--- config.mk ---
export PLATFORM = sky130hd
export DESIGN_NAME = vault_quorum_controller
export DESIGN_NICKNAME = d
export VERILOG_FILES = /design/src/rtl/vault_pkg.sv /design/src/rtl/vault_tick_gen.sv /design/src/rtl/vault_quorum_controller.sv
export SDC_FILE = /design/constraint.sdc
export NUM_CORES = 1
export LEC_CHECK = 0
export ABC_AREA = 1
export CORE_UTILIZATION = 60
export DETAILED_ROUTE_END_ITERATION = 16
export DONT_BUFFER_PORTS = 1
export GPL_TIMING_DRIVEN = 0
export PLACE_DENSITY = 0.76
export SYNTH_ARGS = -nofsm -noshare
export SYNTH_HDL_FRONTEND = slang
export SYNTH_SLANG_ARGS = --single-unit
--- constraint.sdc ---
create_clock -name clk -period 1.98 [get_ports clk]
set_input_delay 0.297 -clock clk [delete_from_list [all_inputs] [get_ports clk]]
set_output_delay 0.297 -clock clk [all_outputs]
set_load 0.01 [all_outputs]
--- src/rtl/vault_pkg.sv ---
// Shared types and helpers for the vault quorum controller: state encoding,
// blink divider derivation, counter sizing and the key popcount.
package vault_pkg;

  typedef enum logic [2:0] {
    LOCKED   = 3'd0,
    ARMING   = 3'd1,
    UNLOCKED = 3'd2,
    HOLDOFF  = 3'd3,
    LOCKOUT  = 3'd4
  } state_t;

  function automatic int blink_div(input int clk_hz, input int blink_hz);
    return clk_hz / (2 * blink_hz);
  endfunction

  // Counter holding 0..terminal-1; never narrower than one bit.
  function automatic int cnt_w(input int terminal);
    return (terminal > 1) ? $clog2(terminal) : 1;
  endfunction

  function automatic int unsigned popcount(input logic [31:0] v);
    int unsigned n;
    n = 0;
    for (int i = 0; i < 32; i++) n += 32'(v[i]);
    return n;
  endfunction

endpackage

--- src/rtl/vault_tick_gen.sv ---
// Free-running divider producing a one-cycle tick every BLINK_DIV clocks.
module vault_tick_gen
  import vault_pkg::*;
#(
  parameter int CLK_HZ   = 100_000_000,
  parameter int BLINK_HZ = 1
) (
  input  logic clk,
  input  logic rst_n,
  output logic tick
);

  localparam int BLINK_DIV = blink_div(CLK_HZ, BLINK_HZ);
  localparam int CW = cnt_w(BLINK_DIV);
  localparam logic [CW-1:0] LAST = CW'(BLINK_DIV - 1);

  logic [CW-1:0] cnt;

  always_ff @(posedge clk or negedge rst_n) begin
    if (!rst_n)           cnt <= '0;
    else if (cnt == LAST) cnt <= '0;
    else                  cnt <= cnt + 1'b1;
  end

  assign tick = (cnt == LAST);

endmodule

--- src/rtl/vault_quorum_controller.sv ---
// Vault unlock FSM with president / VP-quorum authorisation, arming delay,
// auto and forced relock. Define VAULT_LOCKOUT_EN for abort-count tamper lockout.
module vault_quorum_controller
  import vault_pkg::*;
#(
  parameter int N_VP          = 2,
  parameter int VP_QUORUM     = 2,
  parameter int CLK_HZ        = 100_000_000,
  parameter int BLINK_HZ      = 1,
  parameter int LED_W         = 8,
  parameter int ARM_TICKS     = 2,
  parameter int RELOCK_TICKS  = 20,
  parameter int MAX_ABORTS    = 3,
  parameter int LOCKOUT_TICKS = 60
) (
  input  logic             clk,
  input  logic             rst_n,
  input  logic             p,
  input  logic [N_VP-1:0]  vp,
  input  logic             open,
  input  logic             relock,
  output logic [LED_W-1:0] led,
  output logic             unlock,
  output logic             lockout
);

  localparam int ARM_W = cnt_w(ARM_TICKS);
  localparam logic [ARM_W-1:0] ARM_LAST = ARM_W'((ARM_TICKS > 0) ? ARM_TICKS - 1 : 0);
  localparam int RL_W = cnt_w(RELOCK_TICKS);
  localparam logic [RL_W-1:0] RL_LAST = RL_W'((RELOCK_TICKS > 0) ? RELOCK_TICKS - 1 : 0);

  logic            p_s1, p_s2, open_s1, open_s2;
  logic [N_VP-1:0] vp_s1, vp_s2;
  logic [31:0]     vp_n;
  logic            auth, tick;

  state_t           state, state_nxt;
  logic [ARM_W-1:0] arm_cnt, arm_nxt;
  logic [RL_W-1:0]  relock_cnt, rl_nxt;
  logic [LED_W-1:0] led_nxt;

  // Two-flop synchronisers on the asynchronous switches
  always_ff @(posedge clk or negedge rst_n) begin
    if (!rst_n) begin
      p_s1 <= 1'b0; p_s2 <= 1'b0;
      open_s1 <= 1'b0; open_s2 <= 1'b0;
      vp_s1 <= '0; vp_s2 <= '0;
    end else begin
      p_s1 <= p; p_s2 <= p_s1;
      open_s1 <= open; open_s2 <= open_s1;
      vp_s1 <= vp; vp_s2 <= vp_s1;
    end
  end

  assign vp_n = popcount(32'(vp_s2));
  assign auth = (p_s2 && vp_n >= 32'd1) || (open_s2 && p_s2) ||
                (open_s2 && vp_n >= 32'(VP_QUORUM));

  vault_tick_gen #(.CLK_HZ(CLK_HZ), .BLINK_HZ(BLINK_HZ)) u_tick (
    .clk   (clk),
    .rst_n (rst_n),
    .tick  (tick)
  );

`ifdef VAULT_LOCKOUT_EN
  localparam int AB_W = cnt_w(MAX_ABORTS);
  localparam logic [AB_W-1:0] AB_LAST = AB_W'(MAX_ABORTS - 1);
  localparam int LO_W = cnt_w(LOCKOUT_TICKS);
  localparam logic [LO_W-1:0] LO_LAST = LO_W'(LOCKOUT_TICKS - 1);

  function automatic logic [LED_W-1:0] alt_pattern();
    logic [LED_W-1:0] v;
    for (int i = 0; i < LED_W; i++) v[i] = i[0];
    return v;
  endfunction

  localparam logic [LED_W-1:0] ALT = alt_pattern();

  logic [AB_W-1:0] abort_cnt, abort_nxt;
  logic [LO_W-1:0] lo_cnt, lo_nxt;
`else
  logic unused_cfg;
  assign unused_cfg = ^{32'(MAX_ABORTS), 32'(LOCKOUT_TICKS)};
  assign lockout = 1'b0;
`endif

  always_comb begin
    state_nxt = state;
    arm_nxt   = arm_cnt;
    rl_nxt    = relock_cnt;
    led_nxt   = led;
`ifdef VAULT_LOCKOUT_EN
    abort_nxt = abort_cnt;
    lo_nxt    = lo_cnt;
`endif
    case (state)
      LOCKED: begin
        led_nxt = '0;
        if (auth) begin
          if (ARM_TICKS == 0) state_nxt = UNLOCKED;
          else begin
            state_nxt = ARMING;
            arm_nxt   = '0;
          end
        end
      end
      ARMING: begin
        led_nxt = '0;
        if (!auth) begin
`ifdef VAULT_LOCKOUT_EN
          if (abort_cnt == AB_LAST) begin
            state_nxt = LOCKOUT;
            abort_nxt = '0;
            lo_nxt    = '0;
            led_nxt   = ALT;
          end else begin
            state_nxt = LOCKED;
            abort_nxt = abort_cnt + 1'b1;
          end
`else
          state_nxt = LOCKED;
`endif
        end else if (relock) begin
          state_nxt = HOLDOFF;
        end else if (tick) begin
          if (arm_cnt == ARM_LAST) state_nxt = UNLOCKED;
          else                     arm_nxt = arm_cnt + 1'b1;
        end
      end
      UNLOCKED: begin
        if (!auth) begin
          state_nxt = LOCKED;
          led_nxt   = '0;
        end else if (relock || (tick && RELOCK_TICKS != 0 && relock_cnt == RL_LAST)) begin
          state_nxt = HOLDOFF;
          led_nxt   = '0;
        end else if (tick) begin
          led_nxt = ~led;
          // With auto-relock disabled the counter is parked to avoid wrapping
          if (RELOCK_TICKS != 0) rl_nxt = relock_cnt + 1'b1;
        end
      end
      HOLDOFF: begin
        led_nxt = '0;
        if (!auth) state_nxt = LOCKED;
      end
`ifdef VAULT_LOCKOUT_EN
      LOCKOUT: begin
        if (tick) begin
          if (lo_cnt == LO_LAST) begin
            state_nxt = HOLDOFF;
            led_nxt   = '0;
          end else begin
            led_nxt = ~led;
            lo_nxt  = lo_cnt + 1'b1;
          end
        end
      end
`endif
      default: begin
        state_nxt = LOCKED;
        led_nxt   = '0;
      end
    endcase

    if (state_nxt == UNLOCKED && state != UNLOCKED) begin
      led_nxt = '1;
      rl_nxt  = '0;
`ifdef VAULT_LOCKOUT_EN
      abort_nxt = '0;
`endif
    end
  end

  always_ff @(posedge clk or negedge rst_n) begin
    if (!rst_n) begin
      state      <= LOCKED;
      arm_cnt    <= '0;
      relock_cnt <= '0;
      led        <= '0;
      unlock     <= 1'b0;
`ifdef VAULT_LOCKOUT_EN
      abort_cnt  <= '0;
      lo_cnt     <= '0;
      lockout    <= 1'b0;
`endif
    end else begin
      state      <= state_nxt;
      arm_cnt    <= arm_nxt;
      relock_cnt <= rl_nxt;
      led        <= led_nxt;
      unlock     <= (state_nxt == UNLOCKED);
`ifdef VAULT_LOCKOUT_EN
      abort_cnt  <= abort_nxt;
      lo_cnt     <= lo_nxt;
      lockout    <= (state_nxt == LOCKOUT);
`endif
    end
  end

endmodule

==> results by stage, run 1 <==
Status:
- The flow ran to the end, and the final reports show no timing, DRC or antenna violations.

Yosys:
- Yosys attributes the largest share of cell area to dfrtp_1 (47%), nand2_1 (7.8%), inv_1 (7.3%).
- Yosys mapped a number of flops with a built-in enable equal to 0.
- The dominant cell by count in the synthesized netlist is nand2_1.
- Of the synthesized area, sequential elements account for 0.467.
- Averaged over all synthesized cells, the footprint is about 8.2 µm².
- Counting flops and latches in the post-synthesis netlist gives 52.
- The number of warning messages in the yosys log is 0.
- The most frequently used flop master after synthesis is dfrtp_1.
- In the synthesized netlist, the cells that appear most often are nand2_1 (58), inv_1 (54), nor2_1 (53).
- The cell area after synthesis is 2790 µm².
- Of the post-synthesis cell area, the dominant cell type holds 0.467.
- After synthesis, the share of flip-flops with an asynchronous set or reset is 1.00.
- The netlist uses 32 different library cells.
- The library cell with the largest summed area after synthesis is dfrtp_1.
- Synthesis handed over a netlist of between 300 and 400 instances.

Floorplanning:
- After floorplanning, the core was divided into 24 placement rows.
- The area of the die is 4920 µm².
- Measured along the x axis, the die boundary spans 70.1 µm.
- The starting density of the core is 0.631.
- The core area is 4410 µm².
- From bottom edge to top edge, the die measures 70.1 µm.
- During I/O placement, the number of pins put on the boundary was 17.

STA:
- Setup repair after global routing could not meet its margin everywhere.
- The aggregate negative setup slack is 0 ns.
- Setup violations remaining at the end of the flow were counted as 0.
- The worst hold slack is 0.194 ns.
- The top achievable clock speed is approximately 500 MHz.
- The final number of hold-violating endpoints is 0.
- The post-route clock period utilization is 0.989.
- The final number of max-transition violations is 0.
- The maximum clock skew at final layout is 0.00786 ns.
- The worst path in the final design needs a cycle of a little under 2 ns, including I/O delays and setup.

Placement:
- The quantity of I/O buffers inserted on ports is 0.
- Summing all placed instances gives a cell area of around 2900 µm².
- The placed wire-length estimate after detailed placement is 3.88 mm.
- The congestion estimate from routability-driven global placement came to approximately 0.91.

Drt:
- The count of antenna-violating nets left after detailed routing is 0.
- The number of DRC violations after detailed routing is 0.
- After the first detailed-routing iteration, the DRC count stood at 208.
- After detailed routing, the average wire length per cell comes to 14.2 µm.
- The first TritonRoute pass finished after 5 iterations.
- The via count normalized by instance count is 5.54.
- Summed over all layers, the routed wires come to 5.85 mm.
- Detailed routing inserted a total of 2276 vias.

Cells and area:
- The number of antenna diodes in the final layout is 0.
- Counting the fill cells in the layout gives approximately 340.
- Of the cells placed in the final design, the portion with a size suffix greater than 1 is 0.212.
- After routing the design area is 3220 µm².
- The area growth from synthesis to layout is 15.4%.
- The net count of the finished layout is approximately 370.

Clock tree:
- The clock latency on the worst-skew pair is 0.31 ns.
- The CTS tree is done.
- The deepest level of the CTS H-tree is 2.
- The clock drives 52 sinks.
- Buffers inserted during clock tree synthesis total 5.
- Clock-pin slew was measured on the worst setup and hold paths at 0.11 ns.
- The clock tree buffer depth is 2.
- The root buffer cell chosen for the clock tree is clkbuf_8.

GRT:
- Entering global routing, the biggest net connects 53 pins.
- Across every metal layer, demand over resource in global routing totals 0.252.
- The number of antenna violations at the first check in global routing is 0.
- The number of global-route vias before repair is 2057.
- The aggregate global routing overflow is 0.
- The wire length of the first global-routing pass is 9.64 mm.

Power:
- Across the VDD grid, the largest voltage drop is 0.448 mV.
- The total power per unit cell area is 577 nW/µm².
- The static leakage is about 1.6 nW.

Worst hold path:
- The path with the worst hold slack has its endpoint at arm_cnt$_DFFE_PN0P_.
- The startpoint identified for the worst hold timing path is relock.
- The class of the worst hold path is input pin to register.
- The number of stages on the worst hold path is 3.

Worst setup path:
- The worst setup path is captured at a register.
- The worst-case register-to-register setup slack is 0.02 ns.
- In this run the critical register-to-register path is captured at u_tick.cnt[24]$_DFF_PN0_.
- Counting cells, the worst reg-to-reg path comes to 11.
- The category of the critical setup timing path is register to register.
- The data required time at the worst endpoint is 2.23 ns.
- STA classifies the critical path startpoint as a register.
- In this run the worst path has a maximum fanout of 5.
- The startpoint identified for the worst register-to-register timing path is u_tick.cnt[0]$_DFF_PN0_.
- The data arrival time of the worst path is roughly 2.2 ns.

Flow run:
- The max capacitance violation total is 0.
[worst max-delay path, cell delays in order, from the launching register on]
cell	delay [ns]
dfrtp_1	0.40
ha_2	0.21
nand2_2	0.08
nor2_4	0.21
buf_4	0.15
inv_2	0.04
nor2_4	0.12
nand3_4	0.14
nor2_4	0.18
nand4_4	0.11
nor2_2	0.11
xor2_1	0.14
[per-stage QoR]
step | std cells | total power [mW] | setup WS (ns) | util
after floorplan | 339 | 1.16 | 0.304 | -
after global placement | 391 | 1.17 | -0.153 | 0.647
after detailed placement | 391 | 1.17 | -0.144 | 0.647
after CTS | 405 | 1.86 | -0.00153 | 0.688
after global routing | 411 | 1.92 | -0.106 | 0.728
final | 411 | 1.85 | 0.0222 | 0.728
[metal layers]
layer  up-vias  wire, µm  track usage
met1      1069      2670        0.377
met3        18       380       0.0462
li1       1107         -            -
met5         -         0            0
met4         0       144       0.0867
met2        82      2660        0.369
[worst max path at each step]
stage / startpoint / end / slack, ns / cells after the start
4_1_cts: u_tick.cnt[0]$_DFF_PN0_ / led[3]$_DFFE_PN0P_ / -0.002 / 11
3_5_place_dp: u_tick.cnt[0]$_DFF_PN0_ / u_tick.cnt[25]$_DFF_PN0_ / -0.14 / 6
2_1_floorplan: u_tick.cnt[0]$_DFF_PN0_ / led[1]$_DFFE_PN0P_ / 0.30 / 11
5_1_grt: u_tick.cnt[0]$_DFF_PN0_ / u_tick.cnt[24]$_DFF_PN0_ / -0.11 / 11
6_report: u_tick.cnt[0]$_DFF_PN0_ / u_tick.cnt[24]$_DFF_PN0_ / 0.02 / 11
3_3_place_gp: u_tick.cnt[0]$_DFF_PN0_ / u_tick.cnt[21]$_DFF_PN0_ / -0.15 / 6
[cells by family (layout without fill, tap and decap cells)]
| family | count (synthesis) | in the layout | share of synthesized area |
|---|---|---|---|
| adder cells (fa/ha/maj) | 2 | 2 | 0.00898 |
| AND/OR/NAND/NOR | 170 | 170 | 0.313 |
| other | 1 | 2 | 0.00135 |
| XOR/XNOR | 13 | 13 | 0.0409 |
| AO/OA/AOI/OAI | 38 | 38 | 0.0813 |
| flip-flops | 52 | 52 | 0.467 |
| buffers and inverters | 62 | 82 | 0.0880 |
[cell type report]
cell class / count / area [µm²] / area share
buffer: 3 / 30.0 / 0.00934
clock buffer: 5 / 68.8 / 0.0214
clock inverter: 3 / 28.8 / 0.00895
inverter: 59 / 226 / 0.0704
multi-input combinational: 225 / 1350 / 0.420
sequential: 52 / 1300 / 0.405
tap: 52 / 65.1 / 0.0202
timing repair buffer: 12 / 144 / 0.0447
[report_power, final]
group / switching (mW) / leakage (nW) / internal [mW]
Clock: 0.398 / 0.0511 / 0.268
Sequential: 0.0167 / 0.687 / 1.08
Combinational: 0.0566 / 0.823 / 0.0334
Total: 0.471 / 1.56 / 1.38
[flip-flops by register name, indices dropped and copies added (netlist names)]
name        count
u_tick.cnt     26
unlock          1
p_s2            1
arm_cnt         1
vp_s1           2
led             8
open_s2         1
relock_cnt      5
open_s1         1
state           3
p_s1            1
vp_s2           2
[cells in the final DEF, fill, tap and decap left out, types with 2 or more instances in the layout]
cell type / n
nand2_2: 9
nor3_1: 7
nor4_4: 2
nor2_2: 2
inv_1: 50
nor2_1: 50
a21oi_1: 11
xor2_1: 11
inv_2: 8
nor2_4: 10
xnor2_1: 2
nand2_4: 6
o21ai_0: 6
inv_6: 3
nand2_1: 54
conb_1: 2
clkbuf_8: 5
buf_4: 6
dfrtp_1: 52
o21ai_1: 8
nand3_1: 8
nand4_1: 9
nand3_2: 4
a21oi_2: 7
nand4_4: 2
o21bai_1: 2
dlygate4sd3_1: 5
nor4_1: 3
[timing repair]
item | CTS | global route
hold buffers | 6 | 0
buffers inserted | 0 | 5
cloned | 0 | 1
endpoints found under the hold margin | 56 | 0
pin swaps | 0 | 11
gates resized for setup | 2 | 41
setup endpoints to repair | 7 | 25
No activity file was read; power rests on OpenSTA's default activity.
==> run 2: changes to the inputs <==
==> constraint.sdc (replaced) <==
create_clock -name clk -period 1.98 [get_ports clk]
set_input_delay 0.099 -clock clk [delete_from_list [all_inputs] [get_ports clk]]
set_output_delay 0.099 -clock clk [all_outputs]
set_load 0.01 [all_outputs]
==> results by stage, run 2 (synthesized netlist as in run 1, its figures left out) <==
Cells and area:
- The total area of multi-input combinational cells is 1350 µm² (unchanged).
- The share of final-layout standard cells stronger than drive strength 1 is 0.211 (-0.000588).
- The layout filler cell count is 340 (+0.29%).
- The net count of the finished layout was 368 (+0.27%).
- The total area of sequential cells came to 1300 µm² (unchanged).
- The number of inserted diodes was 0 (unchanged).
- In the final layout, the registers with the most flip-flops are u_tick.cnt x26, led x8, relock_cnt x5.
- The library cells used most frequently in the layout, excluding fill and tap cells, are nand2_1 (54), dfrtp_1 (52), inv_1 (50), nor2_1 (50).
- The number of flip-flops in the largest register was 26 (unchanged).
- The layout-stage area growth over the synthesis result is 15.8%.
- The register name with the most flops is u_tick.cnt.
- Leaving out fill and tap cells, the most frequent cell in the layout is nand2_1.
- The cell area after layout is 3230 µm² (+0.31%).

Drt:
- The number of search-and-repair iterations in the first detailed-routing pass is 5 (unchanged).
- The iteration-0 DRC count of the detailed router came to 212 (+1.9%).
- The via count normalized by instance count is 5.56 (+0.33%).
- The aggregate routed wire length was 5.98 mm (+2.3%).
- The number of DRC violations after detailed routing is 0 (unchanged).
- The count of antenna-violating nets left after detailed routing is 0 (unchanged).
- The average routed wire per standard cell is 14.5 µm (+2.0%).
- The detailed-route via count came to 2289 (+0.57%).

Clock tree:
- The clock tree buffer depth is 2 (unchanged).
- The deepest level of the CTS H-tree is 2 (unchanged).
- The CTS clock-pin slew for the worst setup and hold paths is 0.11 ns (about the same).
- The clock latency on the worst-skew pair is 0.31 ns (about the same).
- The count of clock tree sinks is 52 (unchanged).
- The CTS buffer count is 5 (unchanged).
- The CTS tree is done.
- The tree is rooted in a clkbuf_8.

STA:
- The number of endpoints failing setup at the final stage is 0 (unchanged).
- The maximum clock skew at final layout is 0.00864 ns (+0.000776 ns).
- The final number of max-transition violations is 0 (unchanged).
- The shortest clock period the worst path allows after layout is 1.95 ns (-0.00424 ns).
- The final worst setup slack is 0.0265 ns (+0.00424 ns).
- The final number of hold-violating endpoints is 0 (unchanged).
- The top achievable clock speed came to 512 MHz (+0.22%).
- Setup repair after global routing could not meet its margin everywhere.
- The post-route clock period utilization is 0.987 (-0.00214).

GRT:
- The number of global-route vias before repair was 2069 (+0.58%).
- The wire length of the first global-routing pass is 9.69 mm (+0.57%).
- The largest net degree at the start of global routing is 53 (unchanged).
- The number of antenna violations at the first check in global routing is 0 (unchanged).
- The global-route usage over all layers was 0.253 (+0.00125).
- The aggregate global routing overflow is 0 (unchanged).

Worst setup path:
- The most frequent cell on the critical path is nand2_2.
- The data arrival time of the worst path was 2.20 ns (about the same).
- The cell with the largest stage delay on the worst path is dfrtp_1.
- The category of the critical setup timing path is register to register.
- The maximum fanout count along the critical path is 5 (unchanged).
- The critical path goes through ha_2 > nand2_2 > nor2_4 > nand2_2 > nor2_4 > nand3_2 > nand2_2 > nand2_2 > nand2_4 > nand4_4 > buf_8 > a21oi_2.
- The delay of the slowest cell on the worst path was 0.40 ns (about the same).
- STA classifies the critical path endpoint as a register.
- STA classifies the critical path startpoint as a register.
- The dominant delay contributor by cell family on the critical path is simple AND/OR/NAND/NOR gates.
- The data required time at the worst endpoint is 2.22 ns (about the same).
- The number of buffers and inverters on the critical path came to 1 (-1).

Placement:
- The quantity of I/O buffers inserted on ports is 0 (unchanged).
- The placed wire-length estimate after detailed placement is 3.88 mm (unchanged).
- The worst slack at placement is -0.144 ns (unchanged).
- The instance area at placement is 2860 µm² (unchanged).
- The weighted congestion at the end of routability-driven global placement is 0.907 (unchanged).

Power:
- The largest voltage drop on the vdd net was 0.447 mV (-0.18%).
- The static leakage is 1.57 nW (+0.27%).
- The total power per unit cell area is 575 nW/µm² (-0.20%).

Floorplanning:
- The total number of placement rows came to 24 (unchanged).
- The core area is 4410 µm² (unchanged).
- The die extent in x is 70.1 µm (unchanged).
- The starting density of the core is 0.631 (unchanged).
- The boundary pin count is 17 (unchanged).
- The area of the die was 4920 µm² (unchanged).
- The height of the die is 70.1 µm (unchanged).

Status:
- The run finished with clean final reports.

Flow run:
- The max capacitance violation total is 0 (unchanged).

Worst hold path:
- The worst hold path belongs to the class input pin to register.
[run 2: area by class of cell]
cell class | instances | share of cell area
plain buffers | 3 | 0.00931
well taps | 52 | 0.0202
repair buffers | 13 | 0.0477
flip-flops and latches | 52 | 0.403
multi-input cells | 225 | 0.419
inverters | 59 | 0.0702
clock inverters | 3 | 0.00892
clock buffers | 5 | 0.0213
[run 2: worst paths after layout]
check,startpoint,endpoint,slack (ns),depth (start not counted)
max,u_tick.cnt[0]$_DFF_PN0_,led[1]$_DFFE_PN0P_,0.03,12
max reg2reg,u_tick.cnt[0]$_DFF_PN0_,led[1]$_DFFE_PN0P_,0.03,12
max in group asynchronous,rst_n,led[6]$_DFFE_PN0P_,1.46,2
min in group asynchronous,rst_n,relock_cnt[3]$_DFFE_PN0P_,0.28,2
min,relock,state[0]$_DFF_PN0_,0.09,4
min reg2reg,vp_s1[0]$_DFF_PN0_,vp_s2[0]$_DFF_PN0_,0.36,0
[run 2: through the flow]
stage	hold WS, ns	util	instances	total power, mW	TNS (ns)
detailed placement	-0.195	0.647	391	1.17	-0.790
CTS	0.0704	0.690	406	1.86	-0.00153
global route	0.0982	0.731	412	1.92	-1.26
floorplan	-0.197	-	339	1.16	0
global placement	-0.195	0.647	391	1.17	-0.818
finish	0.0917	0.731	412	1.86	0
[run 2: routing by layer]
| metal | vias to the layer above | part of all wire | global-route usage |
|---|---|---|---|
| met5 | - | 0 | 0 |
| met4 | 0 | 0.029 | 0.0911 |
| met3 | 18 | 0.062 | 0.0476 |
| met2 | 93 | 0.45 | 0.369 |
| met1 | 1071 | 0.46 | 0.378 |
| li1 | 1107 | - | - |
[run 2: report_power, final]
group	total, mW	internal, mW	switching, mW	leakage [nW]
clock network	0.665	0.268	0.397	0.0511
registers	1.10	1.08	0.0168	0.687
logic	0.0921	0.0347	0.0574	0.828
[run 2: repair_timing]
item                                    CTS  global route
hold buffers                              7             0
buffers inserted                          0             5
resized for setup                         2            41
pin swaps                                 0            11
endpoints found under the setup margin    7            25
hold endpoints to repair                 57             0
cloned                                    0             1
[run 2: worst reg2reg max path, delay by kind of cell, from the launching register on]
family	cells	cell delay, ns
and+or+nand+nor	9	0.97
AOI/OAI and AO/OA	1	0.13
buffers and inverters	1	0.18
adders and majority gates	1	0.21
DFF	1	0.40
